## src/rtl/ib_ctlr.sv

```systemverilog
// Inbound H2C AXI-Stream to slotted 128-bit RAM writer with per-packet valid flags and user interrupt.
// Optional macro IB_BYTE_COUNT_EN adds a saturating per-packet byte count on pkt_bytes.
module ib_ctlr #(
  parameter logic [31:0] BASE_ADDR  = 32'h0000_0000,
  parameter int          SLOT_WORDS = 64,
  parameter int          IRQ_BIT    = 0
) (
  input  logic         clk,
  input  logic         rst,
  input  logic [63:0]  m_axis_h2c_tdata_0,
  input  logic [7:0]   m_axis_h2c_tkeep_0,
  input  logic         m_axis_h2c_tlast_0,
  input  logic         m_axis_h2c_tvalid_0,
  output logic         m_axis_h2c_tready_0,
  output logic         WrEn,
  output logic [31:0]  WrAddr,
  output logic [127:0] WrData,
  output logic [7:0]   DataValid,
  input  logic [7:0]   RamValid,
  output logic [3:0]   usr_irq_req,
  input  logic [3:0]   usr_irq_ack,
  input  logic         msi_enable,
`ifdef IB_BYTE_COUNT_EN
  output logic [15:0]  pkt_bytes,
`endif
  output logic         ovf_err
);

  localparam int WIDX_W = (SLOT_WORDS > 1) ? $clog2(SLOT_WORDS) : 1;
  localparam logic [WIDX_W-1:0] WIDX_LAST = WIDX_W'(SLOT_WORDS - 1);

  typedef enum logic [2:0] {IDLE, RECV, FLUSH, DROP, IRQ} state_t;

  state_t              state, state_nxt;
  logic [2:0]          cur_slot;
  logic [WIDX_W-1:0]   widx;
  logic                hi;
  logic [63:0]         low_half;
  logic                irq_first;
  logic                irq_req;
  logic                beat_acc;
  logic                slot_busy;
  logic [63:0]         beat_masked;
  logic [7:0]          dv_set;
  logic                unused_ack;

  function automatic logic [63:0] mask_beat(input logic [63:0] d, input logic [7:0] k);
    logic [63:0] m;
    for (int b = 0; b < 8; b++) m[b*8 +: 8] = k[b] ? d[b*8 +: 8] : 8'h00;
    return m;
  endfunction

  function automatic logic [31:0] word_addr(input logic [2:0] slot, input logic [WIDX_W-1:0] w);
    return BASE_ADDR + 32'(slot) * 32'(SLOT_WORDS) + 32'(w);
  endfunction

  assign m_axis_h2c_tready_0 = (state == RECV) || (state == DROP);
  assign beat_acc    = m_axis_h2c_tvalid_0 && m_axis_h2c_tready_0;
  assign slot_busy   = DataValid[cur_slot];
  assign beat_masked = mask_beat(m_axis_h2c_tdata_0, m_axis_h2c_tkeep_0);
  assign dv_set      = (state == IRQ && irq_first) ? (8'h01 << cur_slot) : 8'h00;
  assign unused_ack  = ^usr_irq_ack;

  always_comb begin
    usr_irq_req          = 4'h0;
    usr_irq_req[IRQ_BIT] = irq_req;
  end

  always_comb begin
    state_nxt = state;
    case (state)
      IDLE:  if (!slot_busy) state_nxt = RECV;
      RECV: begin
        if (beat_acc) begin
          if (!hi && m_axis_h2c_tlast_0)        state_nxt = FLUSH;
          else if (hi && m_axis_h2c_tlast_0)    state_nxt = IRQ;
          else if (hi && widx == WIDX_LAST)     state_nxt = DROP;
        end
      end
      FLUSH: state_nxt = IRQ;
      DROP:  if (beat_acc && m_axis_h2c_tlast_0) state_nxt = IRQ;
      IRQ: begin
        if (irq_first) begin
          if (!msi_enable) state_nxt = IDLE;
        end else if (usr_irq_ack[IRQ_BIT]) begin
          state_nxt = IDLE;
        end
      end
      default: state_nxt = IDLE;
    endcase
  end

  always_ff @(posedge clk or posedge rst) begin
    if (rst) state <= IDLE;
    else     state <= state_nxt;
  end

  // Write stage: a completed word is presented to the RAM one clock after its high beat
  always_ff @(posedge clk or posedge rst) begin
    if (rst) begin
      cur_slot  <= 3'd0;
      widx      <= '0;
      hi        <= 1'b0;
      low_half  <= 64'h0;
      irq_first <= 1'b0;
      irq_req   <= 1'b0;
      WrEn      <= 1'b0;
      WrAddr    <= BASE_ADDR;
      WrData    <= 128'h0;
      DataValid <= 8'h00;
      ovf_err   <= 1'b0;
    end else begin
      WrEn      <= 1'b0;
      irq_first <= (state_nxt == IRQ) && (state != IRQ);
      // Set wins over a same-cycle release
      DataValid <= (DataValid & ~RamValid) | dv_set;
      case (state)
        IDLE: begin
          if (!slot_busy) begin
            widx <= '0;
            hi   <= 1'b0;
          end
        end
        RECV: begin
          if (beat_acc) begin
            if (!hi) begin
              low_half <= beat_masked;
              hi       <= 1'b1;
            end else begin
              WrEn   <= 1'b1;
              WrData <= {beat_masked, low_half};
              WrAddr <= word_addr(cur_slot, widx);
              widx   <= widx + 1'b1;
              hi     <= 1'b0;
              if (!m_axis_h2c_tlast_0 && widx == WIDX_LAST) ovf_err <= 1'b1;
            end
          end
        end
        FLUSH: begin
          WrEn   <= 1'b1;
          WrData <= {64'h0, low_half};
          WrAddr <= word_addr(cur_slot, widx);
        end
        IRQ: begin
          if (irq_first) begin
            cur_slot <= cur_slot + 3'd1;
            irq_req  <= msi_enable;
          end else if (usr_irq_ack[IRQ_BIT]) begin
            irq_req  <= 1'b0;
          end
        end
        default: ;
      endcase
    end
  end

`ifdef IB_BYTE_COUNT_EN
  logic [15:0] byte_acc;

  function automatic logic [3:0] keep_count(input logic [7:0] k);
    logic [3:0] c;
    c = 4'd0;
    for (int b = 0; b < 8; b++) c = c + {3'd0, k[b]};
    return c;
  endfunction

  function automatic logic [15:0] sat_add(input logic [15:0] a, input logic [3:0] b);
    logic [16:0] s;
    s = {1'b0, a} + {13'd0, b};
    return s[16] ? 16'hFFFF : s[15:0];
  endfunction

  always_ff @(posedge clk or posedge rst) begin
    if (rst) begin
      byte_acc  <= 16'h0;
      pkt_bytes <= 16'h0;
    end else begin
      if (state == IDLE)  byte_acc <= 16'h0;
      else if (beat_acc)  byte_acc <= sat_add(byte_acc, keep_count(m_axis_h2c_tkeep_0));
      if (state == IRQ && irq_first) pkt_bytes <= byte_acc;
    end
  end
`endif

endmodule

```

## config.mk

```make
export PLATFORM = sky130hd
export DESIGN_NAME = ib_ctlr
export DESIGN_NICKNAME = d
export VERILOG_FILES = /design/src/rtl/ib_ctlr.sv
export SDC_FILE = /design/constraint.sdc
export NUM_CORES = 1
export LEC_CHECK = 0
export BUFFER_PORTS_ARGS = -buffer_cell sky130_fd_sc_hd__clkbuf_2
export CAP_MARGIN = 5
export CORE_MARGIN = 2
export CORE_UTILIZATION = 45
export CTS_CLUSTER_SIZE = 12
export DETAILED_ROUTE_END_ITERATION = 6
export PLACE_DENSITY = 0.81
export SLEW_MARGIN = 20
export SYNTH_ARGS = -nofsm -noshare
export SYNTH_HDL_FRONTEND = slang
export SYNTH_SLANG_ARGS = --single-unit
```

## constraint.sdc

```tcl
create_clock -name clk -period 7 [get_ports clk]
set_input_delay 1.4 -clock clk [delete_from_list [all_inputs] [get_ports clk]]
set_output_delay 1.4 -clock clk [all_outputs]
set_load 0.02 [all_outputs]
```

== Word-level counts from Yosys, hierarchy flattened ==
Cells that the tools add are included.

* $add $sub $neg: 3
* Order comparisons: 1
* Eq/ne operators: 10
* Shifts and indexed selects: 1
* Mux-type cells: 40
* Bitwise gates (word level): 4
* Reduce and logical (&&, ||, !) cells: 22

{| class="wikitable"
|+ Operator list
! cell !! number
|-
| 2-to-1 mux 128 bit || 2
|-
| one-hot mux 128 bit (2 select lines) || 1
|-
| 2-to-1 mux 8 bit || 9
|-
| 2-to-1 mux 32 bit || 2
|-
| one-hot mux 32 bit (2 select lines) || 1
|-
| 2-to-1 mux 3 bit || 9
|-
| 2-to-1 mux 6 bit || 3
|-
| one-hot mux 3 bit (5 select lines) || 1
|-
| one-hot mux 6 bit (2 select lines) || 1
|-
| adder 9 x 6 -> 10 bit || 1
|-
| AND reduction 3 bit || 3
|-
| AND 8 bit || 1
|-
| logical AND 1 bit || 8
|-
| 2-to-1 mux 1 bit || 8
|-
| NOT 8 bit || 1
|-
| OR 8 bit || 1
|-
| AND reduction 4 bit || 2
|-
| << shifter 1 x 3 -> 8 bit (first input constant) || 1
|-
| adder 6 x 1 -> 6 bit (second input constant) || 1
|-
| == test 3 x 2 -> 1 bit (second input constant) || 2
|-
| == test 3 bit (second input constant) || 2
|-
| == test 6 bit (second input constant) || 1
|-
| != test 2 bit (second input constant) || 3
|-
| nonzero test 2 bit || 3
|-
| other kinds (11) || 14
|}

* Flip-flop bits (word level): 249
* Output and inout port bits: 175
* Logic and storage cells: 93

== Depth between registers and ports, before layout ==
* Depth in word-level cells: 9
* Depth in mapped cells: 9
* Mapped depth without buffers: 5

== Least setup slack after synthesis ==
OpenSTA, ideal clock, no wires.

* Path type: input port to flip-flop
* Start: input m_axis_h2c_tvalid_0
* End: register widx[5]
* Arrival time: 2.310 ns
* Required time: 6.860 ns
* Setup slack: 4.550 ns
* Cell stages on the path: 5
* Cells stage by stage: buf_4 > o21ai_2 > a2111oi_2 > a31o_1 > a41oi_1

* Longest elaborated chain between the ends: 3

{| class="wikitable"
|+ RTL lines
! item !! RTL line !! text
|-
| start, declared || 13 || <nowiki>input logic m_axis_h2c_tvalid_0,</nowiki>
|-
| logical AND 1 bit || 58 || <nowiki>assign beat_acc = m_axis_h2c_tvalid_0 && m_axis_h2c_tready_0;</nowiki>
|-
| != test 2 bit (no source line) || n/a ||
|-
| AND reduction 4 bit (no source line) || n/a ||
|-
| end signal, assigned || 133 || <nowiki>widx <= widx + 1'b1;</nowiki>
|-
| end, declared || 36 || <nowiki>logic [WIDX_W-1:0] widx;</nowiki>
|}

Every way passes these cells.
A chain may end at the register's enable or synchronous reset.

== Worst setup path after layout ==
* Start: register state[2]
* End: output m_axis_h2c_tready_0

* Longest elaborated chain between the ends: 2
* Elaborated cells between the ends (all ways): 3
* Those cells by class: eq/ne (2); reduce/logical (1)

{| class="wikitable"
|+ RTL lines
! item !! RTL line !! text
|-
| start, declared || 34 || <nowiki>state_t state, state_nxt;</nowiki>
|-
| start signal, assigned || 95 || <nowiki>else state <= state_nxt;</nowiki>
|-
| == test 3 x 1 -> 1 bit / == test 3 x 2 -> 1 bit (equally long branches) || 57 || <nowiki>assign m_axis_h2c_tready_0 = (state == RECV) || (state == DROP);</nowiki>
|-
| logical OR 1 bit * || 57 ||
|-
| end, declared || 14 || <nowiki>output logic m_axis_h2c_tready_0,</nowiki>
|}

Every way passes the cells marked *; elsewhere a longest branch is shown, timed or not.

==> metrics <==
layout cell share with drive strength beyond 1 26.01%; startpoint types flip-flop; flop2flop setup slack 4.38 ns; drt first pass iters 4; Finished Core Util 54.02%; synthesized area 9590 um^2; row count 53; clk_lat worst skew 0.51 ns; synthesized flop and latch total 226; final hold vios 0; # fillers 1,905; DIE AREA 22,500 um^2; Die Span Y 150.0 um; clock slew at reported path FFs 0.06 ns; Routed met2 length 10,930 um; Sum Neg Setup Slack 0 ns; Via density 4.907; Distinct cells, synth 56; area delta synth->final 18.04%; Worst Clk Skew 0.006780 ns; buffer count from post-CTS setup fixing 0; status complete, no violations; most frequent cells after synthesis 412 x nand2_1, 226 x dfrtp_1, 56 x o21ai_0, 52 x o31ai_1, 32 x buf_6; share of the yosys chip area belonging to registers 58.97%; max_slew headroom 27.14%; die extent in x 150.0 um; Num Clock Sinks 226; grt total ovfl 0; Clk pwr share 23.7%; clk root buf clkbuf_16; RSZ-0062 raised after global routing no; net switching power 0.002062 W; Hold WC Path Type flip-flop to flip-flop; I/O Pins 264; DR WL/cell 15.32 um; # setup viols final 0; Ys Warns 0; gpl congestion 0.8311; WHS 0.4600 ns; WL met1 9795 um; Post-Synthesis Cells 975; Slew @ Worst Pin 1.093 ns; fin crit period 3.090 ns; Seq. cell area 5655 um^2; DP HPWL 14,920 um; Core Box Area 20,960 um^2; largest net degree at the start of global routing 128; worst-case clock buffer depth 3; Async SR Flop Fraction 100.0%; DR vias 7,179; Fmax achieved 323.6 MHz; vias in the first global route 6,975; initial core utilization 45.77%; Slew Viols, Final 0; cell with the most instances after synthesis nand2_1; Comb power frac 35.1%; fin crit share 44.14%; drt first-iter violations 359; Arr. time, crit path 1.69 ns; total wire length 22,420 um; Max VDD drop 0.2441 mV; CP required 5.60 ns; DR DRC count 0; cts hold-fix bufs 0; Post-DRT Antenna Nets 0; biggest area consumer among synthesized cells dfrtp_1; kind of critical path flip-flop to primary output; Pwr Density 457.8 nW/um^2; Int Pwr 0.003121 W; Seq pwr share 41.2%; CTS tree done; post-synth top area share 58.97%; sw frac 39.79%; CP Max Fanout 15; EDFF count, synth 0; GRT Overall Usage 19.76%; Max Cap Violations 0; PortBufs 234; metal3 WL 1115 um; first-pass GRT wire length 36,010 um; Ant. Diodes 0; CTS resizes 0; Highest Signal Layer met4; top post-synthesis cells by area dfrtp_1 59%, nand2_1 16%, o31ai_1 4.1%; Nets 1,271; cts bufs inserted 24; initial antenna violation count 0; CTS H-tree depth 1; Post-synth top flop dfrtp_1; CP Capture Type primary output; Avg Inst Size Synth 9.836 um^2; Leak 6.005 nW; multi-input logic area 3243 um^2
## final cells by class
cell class / instances / share of cell area (%)
flip-flops and latches: 226 / 49.96
multi-input cells: 661 / 28.65
repair buffers: 241 / 10.92
clock buffers: 36 / 6.333
well taps: 275 / 3.039
inverters: 21 / 0.7515
clock inverters: 3 / 0.3537
## power by group through the flow
stage / clock network [W] / logic [W] / registers, W
5_1_grt: 0.00131 / 0.00203 / 0.00220
4_1_cts: 0.00126 / 0.00185 / 0.00214
6_report: 0.00123 / 0.00182 / 0.00214
3_3_place_gp: 0 / 0.00178 / 0.00213
2_1_floorplan: 0 / 0.00108 / 0.00244
3_5_place_dp: 0 / 0.00184 / 0.00215
## cells by family after synthesis
logic type | Yosys count | synth area share, %
multiplexers | 4 | 0.5610
XOR/XNOR | 1 | 0.09134
AND/OR/NAND/NOR | 439 | 17.78
AO/OA/AOI/OAI | 184 | 13.32
other | 1 | 0.03910
flip-flops | 226 | 58.97
adder cells (fa/ha/maj) | 7 | 0.9132
buffers and inverters | 113 | 8.324
## critical path, stage by stage (launching register included)
cell and delay (ns):
dfrtp_1 0.56, nand2b_2 0.32, inv_2 0.12, clkbuf_2 0.18
## registers in the layout (all words and copies together) (netlist names), 3 cells and up
| name | flops |
|---|---|
| DataValid | 8 |
| low_half | 64 |
| WrData | 128 |
| state | 3 |
| widx | 6 |
| cur_slot | 3 |
| WrAddr | 9 |
## path summary, 6_finish.rpt
check	from	endpoint	cells past startpoint
setup / recovery	state[2]	m_axis_h2c_tready_0	3
hold / removal	low_half[12]	WrData[12]	2
setup reg to reg	state[2]	low_half[37]	6
hold reg to reg	low_half[12]	WrData[12]	2
max in group asynchronous	rst	WrData[102]	3
min in group asynchronous	rst	WrData[16]	2
## cell usage in the layout (no fill, tap or decap), types with 3 or more instances in the layout
cell type  count
nand2_1      412
clkbuf_2     234
dfrtp_1      226
o21ai_0       56
o31ai_1       52
conb_1        26
clkbuf_16     25
o21ai_1       20
inv_1         17
o31ai_2       12
a21oi_1       11
nand3_1        7
ha_1           7
o21ai_2        6
clkbuf_1       6
buf_4          6
clkbuf_8       5
nor2_1         4
a22o_1         4
o211a_1        3
a41oi_1        3
## through the flow
step / power, W / cells / worst slack (ns) / area (um^2)
final: 0.005183 / 1463 / 3.910 / 11320
after global routing: 0.005538 / 1463 / 3.812 / 11320
after CTS: 0.005243 / 1463 / 3.894 / 11320
after detailed placement: 0.003991 / 1424 / 3.741 / 10560
after global placement: 0.003903 / 1424 / 3.776 / 10560
after floorplan: 0.003518 / 1000 / 2.648 / 9688
## metal layers
metal  track usage (%)  vias up
li1                  -     3545
met1             26.98     3385
met2             32.79      208
met3             2.866       41
met4             6.085        0
met5                 0        -
Note: power is estimated with default switching activity, not from simulation.
